--- src/rtl/angle_sampler_pkg.sv ---
// rtl/angle_sampler_pkg.sv - shared types and helpers for the angle sensor sampler
package angle_sampler_pkg;

    localparam int ANGLE_W = 12;

    typedef enum logic [2:0] {
        IDLE,
        REQ,
        WAIT_DONE,
        CALC1,
        CALC2
    } state_t;

    // Difference of two angles on the 4096-count circle, folded to -2048..2047.
    function automatic logic signed [15:0] wrap_delta(input logic [ANGLE_W-1:0] cur,
                                                      input logic [ANGLE_W-1:0] prev);
        logic [ANGLE_W-1:0] d;
        d = cur - prev;
        return $signed({{(16-ANGLE_W){d[ANGLE_W-1]}}, d});
    endfunction

endpackage

--- src/rtl/angle_sample_calc.sv ---
// rtl/angle_sample_calc.sv - offset, pole-pair and delta datapath for one angle sample
module angle_sample_calc
    import angle_sampler_pkg::*;
#(
    parameter logic [7:0] POLE_PAIR = 8'd7
) (
    input  logic               clk,
    input  logic               rst,
    input  logic               load_raw,
    input  logic [15:0]        raw_in,
    input  logic [ANGLE_W-1:0] angle_offset,
    input  logic               calc1,
    input  logic               calc2,
    input  logic               first,
    output logic               raw_bad,
    output logic [ANGLE_W-1:0] mech_angle,
    output logic [ANGLE_W-1:0] phi,
    output logic [15:0]        speed,
    output logic               valid
);

    logic [15:0]        raw_q;
    logic [ANGLE_W-1:0] m_q;
    logic [ANGLE_W-1:0] prev_q;
    logic [ANGLE_W-1:0] phi_next;

    assign raw_bad  = (raw_q[15:12] != 4'd0);
    // Truncating multiply gives the mod-4096 electrical angle directly.
    assign phi_next = m_q * {4'd0, POLE_PAIR};

    always_ff @(posedge clk) begin
        if (rst) begin
            raw_q      <= '0;
            m_q        <= '0;
            prev_q     <= '0;
            mech_angle <= '0;
            phi        <= '0;
            speed      <= '0;
            valid      <= 1'b0;
        end else begin
            valid <= 1'b0;
            if (load_raw) begin
                raw_q <= raw_in;
            end
            if (calc1) begin
                m_q <= raw_q[ANGLE_W-1:0] - angle_offset;
            end
            if (calc2) begin
                mech_angle <= m_q;
                phi        <= phi_next;
                speed      <= first ? 16'd0 : wrap_delta(m_q, prev_q);
                prev_q     <= m_q;
                valid      <= 1'b1;
            end
        end
    end

endmodule

--- src/rtl/angle_sensor_sampler.sv ---
// rtl/angle_sensor_sampler.sv - periodic I2C angle read, validation and phi/speed publish
module angle_sensor_sampler
    import angle_sampler_pkg::*;
#(
    parameter logic [23:0] SAMPLE_DIV = 24'd50000,
    parameter logic [23:0] TIMEOUT    = 24'd200000,
    parameter logic [7:0]  POLE_PAIR  = 8'd7
) (
    input  logic               clk,
    input  logic               rst,
    input  logic               en,
    input  logic [ANGLE_W-1:0] angle_offset,
    input  logic               i2c_ready,
    input  logic               i2c_done,
    input  logic [15:0]        i2c_regout,
    output logic               i2c_start,
    output logic [ANGLE_W-1:0] mech_angle,
    output logic [ANGLE_W-1:0] phi,
    output logic [15:0]        speed,
    output logic               valid,
    output logic               busy,
    output logic               timeout_err,
    output logic               data_err,
    output logic               overrun_err,
    input  logic               err_clr
);

    localparam logic [23:0] DIV_LAST = (SAMPLE_DIV == 24'd0) ? 24'd0 : SAMPLE_DIV - 24'd1;
    localparam logic [23:0] TO_LAST  = (TIMEOUT == 24'd0) ? 24'd0 : TIMEOUT - 24'd1;

    state_t      state, state_d;
    logic [23:0] tick_cnt;
    logic [23:0] to_cnt;
    logic        tick;
    logic        en_d;
    logic        first_q;
    logic        load_raw;
    logic        raw_bad;
    logic        timeout_ev;
    logic        data_ev;
    logic        overrun_ev;

    assign tick = en && (tick_cnt == DIV_LAST);

    always_ff @(posedge clk) begin
        if (rst) begin
            state       <= IDLE;
            tick_cnt    <= '0;
            to_cnt      <= '0;
            en_d        <= 1'b0;
            first_q     <= 1'b1;
            timeout_err <= 1'b0;
            data_err    <= 1'b0;
            overrun_err <= 1'b0;
        end else begin
            state <= state_d;
            en_d  <= en;
            if (!en || tick) begin
                tick_cnt <= '0;
            end else begin
                tick_cnt <= tick_cnt + 24'd1;
            end
            if (state == REQ) begin
                to_cnt <= '0;
            end else if (state == WAIT_DONE) begin
                to_cnt <= to_cnt + 24'd1;
            end
            // A restart condition outranks the clear from a sample publishing this cycle.
            if ((en && !en_d) || timeout_ev) begin
                first_q <= 1'b1;
            end else if (state == CALC2) begin
                first_q <= 1'b0;
            end
            timeout_err <= timeout_ev || (timeout_err && !err_clr);
            data_err    <= data_ev    || (data_err    && !err_clr);
            overrun_err <= overrun_ev || (overrun_err && !err_clr);
        end
    end

    always_comb begin
        state_d    = state;
        i2c_start  = 1'b0;
        busy       = 1'b0;
        load_raw   = 1'b0;
        timeout_ev = 1'b0;
        data_ev    = 1'b0;
        overrun_ev = tick && ((state != IDLE) || !i2c_ready);
        case (state)
            IDLE: begin
                if (tick && i2c_ready) begin
                    state_d = REQ;
                end
            end
            REQ: begin
                i2c_start = 1'b1;
                state_d   = WAIT_DONE;
            end
            WAIT_DONE: begin
                busy = 1'b1;
                if (i2c_done) begin
                    load_raw = 1'b1;
                    state_d  = CALC1;
                end else if (to_cnt == TO_LAST) begin
                    timeout_ev = 1'b1;
                    state_d    = IDLE;
                end
            end
            CALC1: begin
                busy = 1'b1;
                if (raw_bad) begin
                    data_ev = 1'b1;
                    state_d = IDLE;
                end else begin
                    state_d = CALC2;
                end
            end
            CALC2: begin
                busy    = 1'b1;
                state_d = IDLE;
            end
            default: state_d = IDLE;
        endcase
    end

    angle_sample_calc #(
        .POLE_PAIR(POLE_PAIR)
    ) u_calc (
        .clk         (clk),
        .rst         (rst),
        .load_raw    (load_raw),
        .raw_in      (i2c_regout),
        .angle_offset(angle_offset),
        .calc1       ((state == CALC1) && !raw_bad),
        .calc2       (state == CALC2),
        .first       (first_q),
        .raw_bad     (raw_bad),
        .mech_angle  (mech_angle),
        .phi         (phi),
        .speed       (speed),
        .valid       (valid)
    );

endmodule

--- config.mk ---
export PLATFORM = sky130hd
export DESIGN_NAME = angle_sensor_sampler
export DESIGN_NICKNAME = d
export VERILOG_FILES = /design/src/rtl/angle_sampler_pkg.sv /design/src/rtl/angle_sample_calc.sv /design/src/rtl/angle_sensor_sampler.sv
export SDC_FILE = /design/constraint.sdc
export NUM_CORES = 1
export LEC_CHECK = 0
export BUFFER_PORTS_ARGS = -buffer_cell sky130_fd_sc_hd__clkbuf_2
export CAP_MARGIN = 20
export CORE_ASPECT_RATIO = 0.9
export CORE_MARGIN = 4
export CORE_UTILIZATION = 53
export DETAILED_ROUTE_END_ITERATION = 16
export HOLD_SLACK_MARGIN = 0.08
export PLACE_DENSITY = 0.83
export SLEW_MARGIN = 10
export SYNTH_ARGS = -nofsm -noshare
export SYNTH_HDL_FRONTEND = slang
export SYNTH_SLANG_ARGS = --single-unit
export TNS_END_PERCENT = 5
--- constraint.sdc ---
create_clock -name clk -period 2.3 [get_ports clk]
set_input_delay 0.23 -clock clk [delete_from_list [all_inputs] [get_ports clk]]
set_output_delay 0.23 -clock clk [all_outputs]
set_load 0.02 [all_outputs]
# [After elaboration in Yosys (flattened, before gate mapping)]
# Cells that the tools add are included.
[word_totals] ff_bits=125 latch_bits=0 mem_bits_rw=0 rom_bits=0 output_inout_bits=46 wordCells=70 n_memories=0
[op_classes] n_addsub=4 mul=1 div_mod_pow=0 n_lt_le_gt_ge=0 eq_ne=8 n_shift=0 muxes=16 bitwise=0 n_reduce_logical=27
[ops] op="adder 24 x 1 -> 24 bit, second input constant" n=2
[ops] op="== test 24 x 16 -> 1 bit, second input constant" n=1
[ops] op="== test 24 x 18 -> 1 bit, second input constant" n=1
[ops] op="subtractor 12 bit" n=2
[ops] op="2-to-1 mux 16 bit" n=1
[ops] op="multiplier 12 x 3 -> 12 bit, second input constant" n=1
[ops] op="2-to-1 mux 3 bit" n=4
[ops] op="one-hot mux 3 bit (4 select lines)" n=1
[ops] op="2-to-1 mux 1 bit" n=10
[ops] op="logical AND 1 bit" n=8
[ops] op="== test 3 x 2 -> 1 bit, second input constant" n=2
[ops] op="logical OR 1 bit" n=6
[ops] op="OR reduction 2 bit" n=3
[ops] op="zero test 1 bit" n=5
[ops] op="nonzero test 4 bit" n=1
[ops] op="== test 3 x 1 -> 1 bit, second input constant" n=1
[ops] op="== test 3 bit, second input constant" n=1
[ops] op="zero test 3 bit" n=1
[ops] op="!= test 3 x 2 -> 1 bit, second input constant" n=1
[ops] op="nonzero test 3 bit" n=1
[ops] op="OR reduction 3 bit" n=1
[ops] op="!= test 2 bit, second input constant" n=1
[ops] op="AND reduction 2 bit" n=1

# [Depth between registers and ports, before layout]
# Gate-level depths: netlist of the first run.
[depth] word_depth=6 ltp_mapped=10 depth_no_buf=10

# [By module]
# Synthesis of the first run repeated with hierarchy kept, for this count alone.
[hier_totals] cells_unflattened=758 hier_area_um2=6581.3
[modules_own_cells] mod="angle_sample_calc" n_inst=1 cells_each=443 area_each_um2=3927.5
[modules_own_cells] mod="angle_sensor_sampler" n_inst=1 cells_each=315 area_each_um2=2653.8

# [Least setup slack after synthesis of the first run]
# No wires, ideal clock.
[synth_timing] path_type="register -> register" from="register u_calc.m_q[1]" to="register u_calc.phi[10]" setup_time_ns=0.124 arrival_ns=2.343 required_time_ns=2.176 setup_slack_ns=-0.167 path_stages_with_launch=11 period_less_slack_ns=2.467 cell_sequence="dfxtp_1 fa_1 ha_1 inv_1 fa_1 nor2b_1 o21a_1 o21ai_1 a211oi_1 mux2i_1 nand3_1"
[synth_via] elab_chain_len=1
[synth_lines] item="from (decl)" line="angle_sample_calc.sv:23" rtl="logic [ANGLE_W-1:0] m_q;"
[synth_lines] item="from (signal assigned)" line="angle_sample_calc.sv:46" rtl="m_q <= raw_q[ANGLE_W-1:0] - angle_offset;"
[synth_lines] item="multiplier 12 x 3 -> 12 bit" line="angle_sample_calc.sv:29" rtl="assign phi_next = m_q * {4'd0, POLE_PAIR};"
[synth_lines] item="to (signal assigned)" line="angle_sample_calc.sv:50" rtl="phi <= phi_next;"
[synth_lines] item="to (decl)" line="angle_sample_calc.sv:17" rtl="output logic [ANGLE_W-1:0] phi,"
# Every way passes these cells.
# A chain may end at the register's enable or synchronous reset.

# [Worst setup path after layout of the first run]
[layout_timing] from="register u_calc.m_q[1]" to="register u_calc.phi[8]"
# Same word-level chain as after synthesis.

==> reports/qor.csv, run 1 <==
metric;value;unit
outcome;complete, but fails checks;
failed_checks;setup timing;
via_per_inst;5.417;
route.antenna.remaining_nets;0;
path_class;reg2reg;
power.share.combinational;3.0;%
routed_wire_length_per_instance;13.88;um
htree_levels;4;
crit_arrival;2.80;ns
floorplan.initialDensity;54.52;%
clock-skew-final;0.009170;ns
critical_path.endpoint_type;flop;
pwr-share-seq;41.1;%
synthAdderAreaFrac;10.63;%
timing.fmax;408.5;MHz
finalWorstSetupSlack;-0.1479;ns
die_h;111.1;um
clock_power_share;55.9;%
maxSlewViolCount;0;
synth.mux.area_fraction;0.4797;%
layout-area-overhead-vs-synth;25.74;%
rows;37;
finish.instance_area;0.007871;mm2
static-leakage-power;3.247;nW
tritoncts;yes;
number_of_diodes;0;
synth_sequential_area_ratio;38.38;%
cp_slowest_cell;sky130_fd_sc_hd__fa_1;
worst_slew_margin_rel;61.86;%
finalSetupTns;-0.2653;ns
synth_ff_type;sky130_fd_sc_hd__dfxtp_1;
finalWorstPathRequiredPeriod;2.448;ns
critical_path_launch_point_type;flop;
clk_lat_worst_skew;0.42;ns
ctsRootBufferMaster;sky130_fd_sc_hd__clkbuf_16;
synthTopCellsByArea;sky130_fd_sc_hd__dfxtp_1 (38%), sky130_fd_sc_hd__ha_1 (6.8%), sky130_fd_sc_hd__nand2_1 (6.1%);
detail_route.wirelength;14450;um
synth_compound_area_share;13.43;%
gr-total-overflow;0;
synth.top_cell.area_share;38.38;%
internal_power;4.041;mW
final_net_count;952;
detailedPlace.worstSlack;-0.1807;ns
die-area;0.01362;mm2
io-pin-count;80;
synth-edff-count;0;
critical_path_peak_fanout;4;
cap_viol_max_count;0;
grt_max_degree;28;
antenna_found_initial;0;
synth_area_leader_cell;sky130_fd_sc_hd__dfxtp_1;
ys.warnings.count;0;
final_cells;1041;
cts.reportedPaths.clkPinSlew;0.05;ns
final_hpwl_from_detailed_placement;9999;um
final.fill_count;905;
io_buffers;79;
tightest_slew;0.5721;ns
synth-seq-cells;120;
global_placer_s_final_weighted_congestion;0.8166;
cp_slowest_stage_delay;0.51;ns
p_sw_share;20.23;%
finalHoldViolations;0;
critPathRequiredTime;2.66;ns
dpl_cell_area;0.006998;mm2
grt_pass1_wl;24450;um
p_per_area;643.6;mW/mm2
synth.top_cells.by_count;sky130_fd_sc_hd__dfxtp_1 (120), sky130_fd_sc_hd__nand2_1 (102), sky130_fd_sc_hd__nor2_1 (79);
yosys.cell_count.top_type;sky130_fd_sc_hd__dfxtp_1;
cts_num_sinks;120;
holdCritPathClass;in2reg;
drt_first_iter_violations;452;
postSynthCellCount;753;
async_reset_ff_share;0;%
dp_cells;991;
synth.cell_area;0.006260;mm2
cts_inserted_buffers;17;
clk_path_buf_depth;2;
synth-simple-area-share;24.67;%
largest_family_of_logic_cells_by_synthesized_area;simple AND/OR/NAND/NOR gates;
fin_crit_sh;106.4;%
die-width;122.6;um
ir_drop;544.8;uV
drive_gt1_share;19.77;%
setup_viol;2;
detailroute.via_count;5639;
placeableCoreArea;0.01148;mm2
critical_path.cell_chain;fa_1, ha_2, inv_2, fa_2, nor2b_2, o21a_1, o21ai_2, a21oi_2, xor2_1, a22o_1;
yosys.area_share.xor_xnor;7.975;%
mappedNetlistNets;833;
avgSynthCellArea;8.313;um2
grt_util_all_layers;22.15;%
synthDistinctLibCells;54;
rsz0062_at_grt;yes;
post-route-util;68.56;%
drc_viols;0;
detailedRoute.firstPassIterationCount;5;
net-switching-power;1.025;mW
grt_pass1_vias;5235;
==> routing by layer <==
metal | share of wire (%) | up-vias | wire (um) | track usage (%)
li1 | - | 2846 | - | -
met1 | 47 | 2609 | 6772 | 30.15
met2 | 46 | 163 | 6650 | 34.29
met3 | 5.1 | 21 | 741 | 4.592
met4 | 2.0 | 0 | 284 | 8.731
met5 | 0 | - | 0 | 0
==> repair_timing <==
item,4_1_cts,5_1_grt
resized for setup,8,5
endpoints found under the hold margin,16,0
setup buffers,2,0
hold buffers,16,0
pin swaps,9,2
setup endpoints to repair,6,9
==> cells by family after synthesis <==
kind of cell | count (synthesis)
simple gates | 316
compound gates | 142
flops | 120
buf+inv | 69
xor+xnor | 57
fa+ha+maj | 46
mux | 3
==> worst paths after layout <==
path               startpoint                to  slack (ns)  cells past startpoint
min reg2reg  u_calc.speed[10]  u_calc.speed[10]        0.44                      2
max             u_calc.m_q[1]     u_calc.phi[8]       -0.15                     10
max reg2reg     u_calc.m_q[1]     u_calc.phi[8]       -0.15                     10
min                        en           first_q        0.12                      3
==> cell type report <==
class                   instances  area [um2]  share of cell area (%)
flip-flops and latches        120        2410                   30.62
inverters                      36       135.1                   1.717
multi-input cells             564        3651                   46.38
repair buffers                133       840.8                   10.68
well taps                     156       195.2                   2.480
clock buffers                  20       466.7                   5.929
clock inverters                12       172.7                   2.194
==> stage by stage <==
step | hold WS (ns) | power, mW
CTS | 0.1161 | 5.095
detailed placement | 0.4413 | 2.254
finish | 0.1226 | 5.066
global placement | 0.4364 | 2.253
global route | 0.1407 | 5.219
floorplan | 0.3660 | 2.198
==> layout by cell type, fill, tap and decap left out, types with 6 or more instances in the layout <==
master / n
sky130_fd_sc_hd__o21ai_1: 20
sky130_fd_sc_hd__fa_1: 10
sky130_fd_sc_hd__and3_1: 12
sky130_fd_sc_hd__nand4_1: 13
sky130_fd_sc_hd__a21oi_1: 64
sky130_fd_sc_hd__nand3b_1: 8
sky130_fd_sc_hd__ha_1: 32
sky130_fd_sc_hd__xnor2_1: 19
sky130_fd_sc_hd__or3_1: 10
sky130_fd_sc_hd__nor3_1: 18
sky130_fd_sc_hd__xor2_1: 38
sky130_fd_sc_hd__inv_1: 33
sky130_fd_sc_hd__o21ai_0: 7
sky130_fd_sc_hd__nand2b_1: 10
sky130_fd_sc_hd__nand3_1: 19
sky130_fd_sc_hd__nand2_1: 102
sky130_fd_sc_hd__dfxtp_1: 116
sky130_fd_sc_hd__nor2b_1: 10
sky130_fd_sc_hd__o21a_1: 6
sky130_fd_sc_hd__buf_4: 38
sky130_fd_sc_hd__a211oi_1: 9
sky130_fd_sc_hd__dlygate4sd3_1: 16
sky130_fd_sc_hd__clkbuf_2: 79
sky130_fd_sc_hd__nor2_1: 79
sky130_fd_sc_hd__clkbuf_16: 17
sky130_fd_sc_hd__and4_1: 6
==> state kept, by name (all words and copies together), names as in the netlist <==
signal             flops
data_err               1
en_d                   1
first_q                1
overrun_err            1
state                  3
tick_cnt              24
timeout_err            1
to_cnt                24
u_calc.m_q            12
u_calc.mech_angle     11
u_calc.phi            12
u_calc.raw_q          16
u_calc.speed          12
u_calc.valid           1
==> critical path: cells and delay by family (launching register included) <==
family | cells | cell delay (ns)
xor+xnor | 1 | 0.23
simple gates | 1 | 0.14
buf+inv | 1 | 0.04
fa+ha+maj | 3 | 1.02
flops | 1 | 0.36
compound gates | 4 | 0.60
==> power by group through the flow <==
stage                     Sequential (mW)  Clock, mW  Combinational (mW)
after detailed placement             2.13          0               0.126
after global routing                 2.08       2.97               0.166
after floorplan                      2.13          0              0.0703
after global placement               2.13          0               0.125
after CTS                            2.08       2.86               0.148
final                                2.08       2.83               0.151
Note: power is estimated with default switching activity, not from simulation.
==> run 2, diff against run 1 <==
--- a/config.mk
+++ b/config.mk
@@ -13,6 +13,7 @@
 export DETAILED_ROUTE_END_ITERATION = 16
 export HOLD_SLACK_MARGIN = 0.08
 export PLACE_DENSITY = 0.83
+export SKIP_CTS_REPAIR_TIMING = 1
 export SLEW_MARGIN = 10
 export SYNTH_ARGS = -nofsm -noshare
 export SYNTH_HDL_FRONTEND = slang
==> reports/qor.csv, run 2 (synthesis results as in run 1) <==
metric;value;unit;change
final.fill_count;922;;+1.9%
layout-area-overhead-vs-synth;24.93;%;
reg2reg_to;u_calc.phi[8];;
layout_commonest_cell;sky130_fd_sc_hd__dfxtp_1;;
regToRegSetupSlack;-0.15;ns;about the same
finalHoldViolations;0;;unchanged
cts_num_sinks;120;;unchanged
final-seq-area;0.002410;mm2;unchanged
rows;37;;unchanged
drt_first_iter_violations;439;;-2.9%
tritoncts;yes;;
critical_path.cell_chain;fa_1, ha_2, inv_2, fa_2, nor2b_2, o21a_1, o21ai_2, a21oi_1, xor2_1, a22o_1;;
route.antenna.remaining_nets;0;;unchanged
grt_pass1_vias;5092;;-2.7%
detailroute.wirelength.met2;6547;um;-1.5%
topRoutingLayerUsed;met4;;
final_hpwl_from_detailed_placement;9999;um;unchanged
die-area;0.01362;mm2;unchanged
detailedRoute.firstPassIterationCount;5;;unchanged
critical_path.endpoint_type;flop;;
via_per_inst;5.410;;-0.13%
timing.fmax;408.4;MHz;about the same
holdCritPathClass;in2reg;;
holdCritStartpoint;i2c_regout[8];;
failed_checks;setup timing;;
drive_gt1_share;19.41;%;-0.36 points
ff2ff_path_depth;10;;unchanged
critical_path_buf_inv_count;1;;unchanged
antenna_found_initial;0;;unchanged
static-leakage-power;3.230;nW;-0.52%
gr-total-overflow;0;;unchanged
detailroute.via_count;5610;;-0.51%
totalPowerFinal;5.063;mW;about the same
timing.rr.start;u_calc.m_q[1];;
worst_hold_slack;0.07166;ns;-0.05092 ns
multi_input_area;0.003635;mm2;-0.45%
hold-path-cell-count;3;;unchanged
cts_inserted_buffers;17;;unchanged
clk_lat_worst_skew;0.42;ns;about the same
maxSlewViolCount;0;;unchanged
finalWorstSetupSlack;-0.1485;ns;-0.0005540 ns
crit_arrival;2.80;ns;about the same
outcome;complete, but fails checks;;
largest_registers;tick_cnt (24), to_cnt (24), u_calc.raw_q (16);;
routed_wire_length_per_instance;13.78;um;-0.73%
grt_pass1_wl;23610;um;-3.4%
dp_cells;991;;unchanged
finalWorstPathRequiredPeriod;2.448;ns;+0.0005540 ns
die-width;122.6;um;unchanged
finalSetupTns;-0.2662;ns;-0.0009840 ns
met3WireLength;829;um;+12%
drc_viols;0;;unchanged
clk_path_buf_depth;2;;unchanged
tightest_slew;0.5788;ns;+0.006727 ns
number_of_diodes;0;;unchanged
die_h;111.1;um;unchanged
critPathRequiredTime;2.65;ns;about the same
worst_slew_margin_rel;61.41;%;-0.45 points
route.layer.met1.wl;6629;um;-2.1%
ir_drop;547.3;uV;+0.47%
fin_crit_sh;106.5;%;about the same
cp_slowest_stage_delay;0.51;ns;about the same
floorplan.initialDensity;54.52;%;unchanged
final_net_count;948;;-0.42%
p_per_area;647.5;mW/mm2;+0.60%
io_buffers;79;;unchanged
critical_path_launch_point_type;flop;;
detail_route.wirelength;14290;um;-1.1%
clock-skew-final;0.008354;ns;-0.0008165 ns
path_class;reg2reg;;
cts.reportedPaths.clkPinSlew;0.05;ns;about the same
layout.cells.most_common_list;sky130_fd_sc_hd__dfxtp_1 (116), sky130_fd_sc_hd__nand2_1 (102), sky130_fd_sc_hd__nor2_1 (79), sky130_fd_sc_hd__clkbuf_2 (79), sky130_fd_sc_hd__a21oi_1 (65);;
path_delay_family;adder cells;;
cp_slowest_cell;sky130_fd_sc_hd__fa_1;;
global_placer_s_final_weighted_congestion;0.8166;;unchanged
grt_util_all_layers;21.39;%;-0.76 points
final_cells;1037;;-0.38%
io-pin-count;80;;unchanged
grt_max_degree;28;;unchanged
htree_levels;4;;unchanged
ctsRootBufferMaster;sky130_fd_sc_hd__clkbuf_16;;
min_to;u_calc.raw_q[8];;
cap_viol_max_count;0;;unchanged
setup_viol;3;;+1
critical_path_peak_fanout;4;;unchanged
rsz0062_at_grt;yes;;
placeableCoreArea;0.01148;mm2;unchanged
-- run 2: worst max path at each step --
stage | startpoint | endpoint | slack, ns | cells past startpoint
2_1_floorplan | u_calc.m_q[1] | u_calc.phi[10] | -0.08 | 10
6_report | u_calc.m_q[1] | u_calc.phi[8] | -0.15 | 10
3_5_place_dp | u_calc.m_q[1] | u_calc.phi[10] | -0.18 | 10
4_1_cts | u_calc.m_q[1] | u_calc.phi[8] | -0.19 | 10
5_1_grt | u_calc.m_q[2] | u_calc.phi[8] | -0.26 | 9
3_3_place_gp | u_calc.m_q[1] | u_calc.phi[10] | -0.15 | 10
-- run 2: per-stage QoR --
stage / utilization, % / setup slack, ns / instance area, um2
after global routing: 68.11 / -0.2607 / 7820
after CTS: 66.52 / -0.1904 / 7637
after global placement: 60.95 / -0.1520 / 6998
after floorplan: - / -0.08169 / 6280
final: 68.11 / -0.1485 / 7820
after detailed placement: 60.95 / -0.1807 / 6998
-- run 2: tightest hold or removal path, stage by stage --
cell and delay, ns:
sky130_fd_sc_hd__clkbuf_2 0.08, sky130_fd_sc_hd__nand2_1 0.06, sky130_fd_sc_hd__a21oi_1 0.06
-- run 2: layout make-up --
class / count / area share [%]
clock buffer: 20 / 5.968
clock inverter: 12 / 2.208
inverter: 36 / 1.728
multi-input combinational: 564 / 46.48
sequential: 120 / 30.82
tap: 156 / 2.496
timing repair buffer: 129 / 10.30
-- run 2: where the power goes --
part | switching (mW) | leakage, nW | internal (mW)
Clock | 0.942 | 0.300 | 1.89
Sequential | 0.00243 | 0.969 | 2.08
Combinational | 0.0805 | 1.96 | 0.0676
Total | 1.02 | 3.23 | 4.04
-- run 2: layer usage --
metal | vias to the layer above | GRT usage [%]
met2 | 186 | 32.38
met4 | 0 | 8.731
li1 | 2834 | -
met1 | 2569 | 29.58
met5 | - | 0
met3 | 21 | 4.541
==> run 3, diff against run 2 <==
--- a/config.mk
+++ b/config.mk
@@ -9,10 +9,10 @@
 export CAP_MARGIN = 20
 export CORE_ASPECT_RATIO = 0.9
 export CORE_MARGIN = 4
-export CORE_UTILIZATION = 53
+export CORE_UTILIZATION = 55
 export DETAILED_ROUTE_END_ITERATION = 16
 export HOLD_SLACK_MARGIN = 0.08
-export PLACE_DENSITY = 0.83
+export PLACE_DENSITY = 0.82
 export SKIP_CTS_REPAIR_TIMING = 1
 export SLEW_MARGIN = 10
 export SYNTH_ARGS = -nofsm -noshare
==> constraint.sdc (replaced) <==
create_clock -name clk -period 2.9 [get_ports clk]
set_input_delay 0.29 -clock clk [delete_from_list [all_inputs] [get_ports clk]]
set_output_delay 0.29 -clock clk [all_outputs]
set_load 0.05 [all_outputs]
==> reports/qor.csv, run 3 (synthesis results as in run 1) <==
metric;value;unit;change
outcome;finished, final reports clean;;
ff2ff_path_depth;10;;unchanged
critical_path_peak_fanout;7;;+3
finalWorstSetupSlack;0.09950;ns;+0.2480 ns
drive_gt1_share;15.04;%;-4.4 points
routed_wire_length_per_instance;15.05;um;+9.2%
pwr-share-seq;38.6;%;-2.6 points
die-area;0.01315;mm2;-3.4%
static-leakage-power;3.058;nW;-5.3%
finish.instance_area;0.007481;mm2;-4.3%
clock_power_share;59.1;%;+3.2 points
tritoncts;yes;;
power.share.combinational;2.3;%;-0.6 points
internal_power;3.478;mW;-14%
layout-area-overhead-vs-synth;19.51;%;
timing.rr.start;u_calc.m_q[1];;
totalPowerFinal;4.286;mW;-15%
critical_path.endpoint_type;flop;;
gr-total-overflow;0;;unchanged
dp_cells;958;;-3.3%
p_per_area;572.9;mW/mm2;-12%
route.antenna.remaining_nets;0;;unchanged
number_of_diodes;0;;unchanged
path_class;reg2reg;;
placeableCoreArea;0.01099;mm2;-4.3%
critical_path_launch_point_type;flop;;
grt_pass1_wl;24670;um;+4.5%
final_net_count;905;;-4.5%
final_hpwl_from_detailed_placement;10500;um;+5.0%
fin_crit_sh;96.57;%;-9.9 points
cts.reportedPaths.clkPinSlew;0.06;ns;about the same
io-pin-count;80;;unchanged
detailedRoute.firstPassIterationCount;5;;unchanged
cts_inserted_buffers;17;;unchanged
final_cells;990;;-4.5%
grt_max_degree;35;;+25%
largest_registers;tick_cnt (24), to_cnt (24), u_calc.raw_q (16);;
detail_route.wirelength;14900;um;+4.3%
cap_viol_max_count;0;;unchanged
ir_drop;416.3;uV;-24%
worst_slew_margin_rel;33.24;%;-28 points
reg2reg_to;u_calc.phi[10];;
timing.fmax;357.1;MHz;-13%
via_per_inst;5.647;;+4.4%
cts_num_sinks;120;;unchanged
clk_path_buf_depth;2;;unchanged
finalWorstPathRequiredPeriod;2.800;ns;+0.3520 ns
ctsRootBufferMaster;sky130_fd_sc_hd__clkbuf_16;;
dpl_cell_area;0.006755;mm2;-3.5%
global_placer_s_final_weighted_congestion;0.9092;;+11%
clk_lat_worst_skew;0.42;ns;about the same
tightest_slew;0.9922;ns;+0.4134 ns
htree_levels;4;;unchanged
regToRegSetupSlack;0.1;ns;+0.25 ns
floorplan.initialDensity;56.96;%;+2.4 points
p_sw_share;18.85;%;-1.4 points
detailroute.via_count;5591;;-0.34%
holdCritPathClass;in2reg;;
antenna_found_initial;0;;unchanged
net-switching-power;0.8079;mW;-21%
die-width;120.5;um;-1.7%
drc_viols;0;;unchanged
rows;36;;-2.7%
die_h;109.2;um;-1.7%
critPathRequiredTime;3.20;ns;+0.55 ns
finalHoldViolations;0;;unchanged
layout.cells.most_common_list;sky130_fd_sc_hd__dfxtp_1 (120), sky130_fd_sc_hd__nand2_1 (102), sky130_fd_sc_hd__nor2_1 (79), sky130_fd_sc_hd__clkbuf_2 (79), sky130_fd_sc_hd__a21oi_1 (66);;
layout_commonest_cell;sky130_fd_sc_hd__dfxtp_1;;
detailedPlace.worstSlack;0.1702;ns;+0.3509 ns
timing.critical_path.to;u_calc.phi[10];;
crit_start;u_calc.m_q[1];;
setup_viol;0;;-3
io_buffers;79;;unchanged
clock-skew-final;0.01228;ns;+0.003930 ns
drt_first_iter_violations;431;;-1.8%
maxSlewViolCount;0;;unchanged
post-route-util;68.07;%;about the same
crit_arrival;3.10;ns;+0.30 ns
grt_pass1_vias;5247;;+3.0%
grt_util_all_layers;23.11;%;+1.7 points
run 3: cell count changes in the layout (fill, tap and decap cells not counted), sizes merged:
cell	delta
dlygate4sd3	-14
clkbuf	+1
buf	-29
bufinv	+3
clkinvlp	-1
clkinv	-3
run 3: cell type report:
| type | count | area, um2 |
|---|---|---|
| clock buffer | 21 | 480.5 |
| clock inverter | 11 | 240.2 |
| fill | 878 | 3510 |
| inverter | 36 | 135.1 |
| multi-input combinational | 564 | 3585 |
| sequential | 120 | 2402 |
| tap | 152 | 190.2 |
| timing repair buffer | 86 | 447.9 |
run 3: worst max-delay path, stage by stage, from the launching register on:
cell and delay, ns:
sky130_fd_sc_hd__dfxtp_1 0.41, sky130_fd_sc_hd__fa_1 0.55, sky130_fd_sc_hd__ha_1 0.19, sky130_fd_sc_hd__inv_1 0.07, sky130_fd_sc_hd__fa_1 0.37, sky130_fd_sc_hd__nor2b_1 0.16
sky130_fd_sc_hd__o21a_1 0.17, sky130_fd_sc_hd__o21ai_1 0.13, sky130_fd_sc_hd__a211oi_1 0.31, sky130_fd_sc_hd__mux2i_1 0.23, sky130_fd_sc_hd__nand3_1 0.08
run 3: routing by layer:
metal  up-vias  GRT usage (%)  routed length [um]
li1       2749              -                   -
met4         0          7.201                 288
met5         -              0                   0
met3        32          5.031                 886
met2       186          40.17                7264
met1      2624          28.84                6462
run 3: how the worst min path moves through the flow:
| stage | startpoint | end | slack [ns] | depth (start not counted) |
|---|---|---|---|---|
| 2_1_floorplan | i2c_regout[0] | u_calc.raw_q[0] | 0.43 | 2 |
| 3_3_place_gp | u_calc.speed[10] | u_calc.speed[10] | 0.44 | 2 |
| 3_5_place_dp | u_calc.speed[6] | u_calc.speed[6] | 0.44 | 2 |
| 4_1_cts | i2c_regout[14] | u_calc.raw_q[14] | 0.09 | 3 |
| 5_1_grt | i2c_regout[14] | u_calc.raw_q[14] | 0.09 | 3 |
| 6_report | i2c_regout[14] | u_calc.raw_q[14] | 0.09 | 3 |
run 3: power groups by stage:
stage / Clock (mW) / Combinational (mW) / Sequential (mW)
after floorplan: 0 / 0.0558 / 1.69
after global placement: 0 / 0.0919 / 1.69
after detailed placement: 0 / 0.0959 / 1.69
after CTS: 2.55 / 0.0969 / 1.65
after global routing: 2.62 / 0.108 / 1.65
final: 2.53 / 0.0977 / 1.65
run 3: per-stage QoR:
stage	setup TNS, ns	hold slack [ns]
3_3_place_gp	0	0.4367
3_5_place_dp	0	0.4425
6_report	0	0.08793
5_1_grt	-0.05545	0.08954
4_1_cts	0	0.08750
2_1_floorplan	0	0.4260
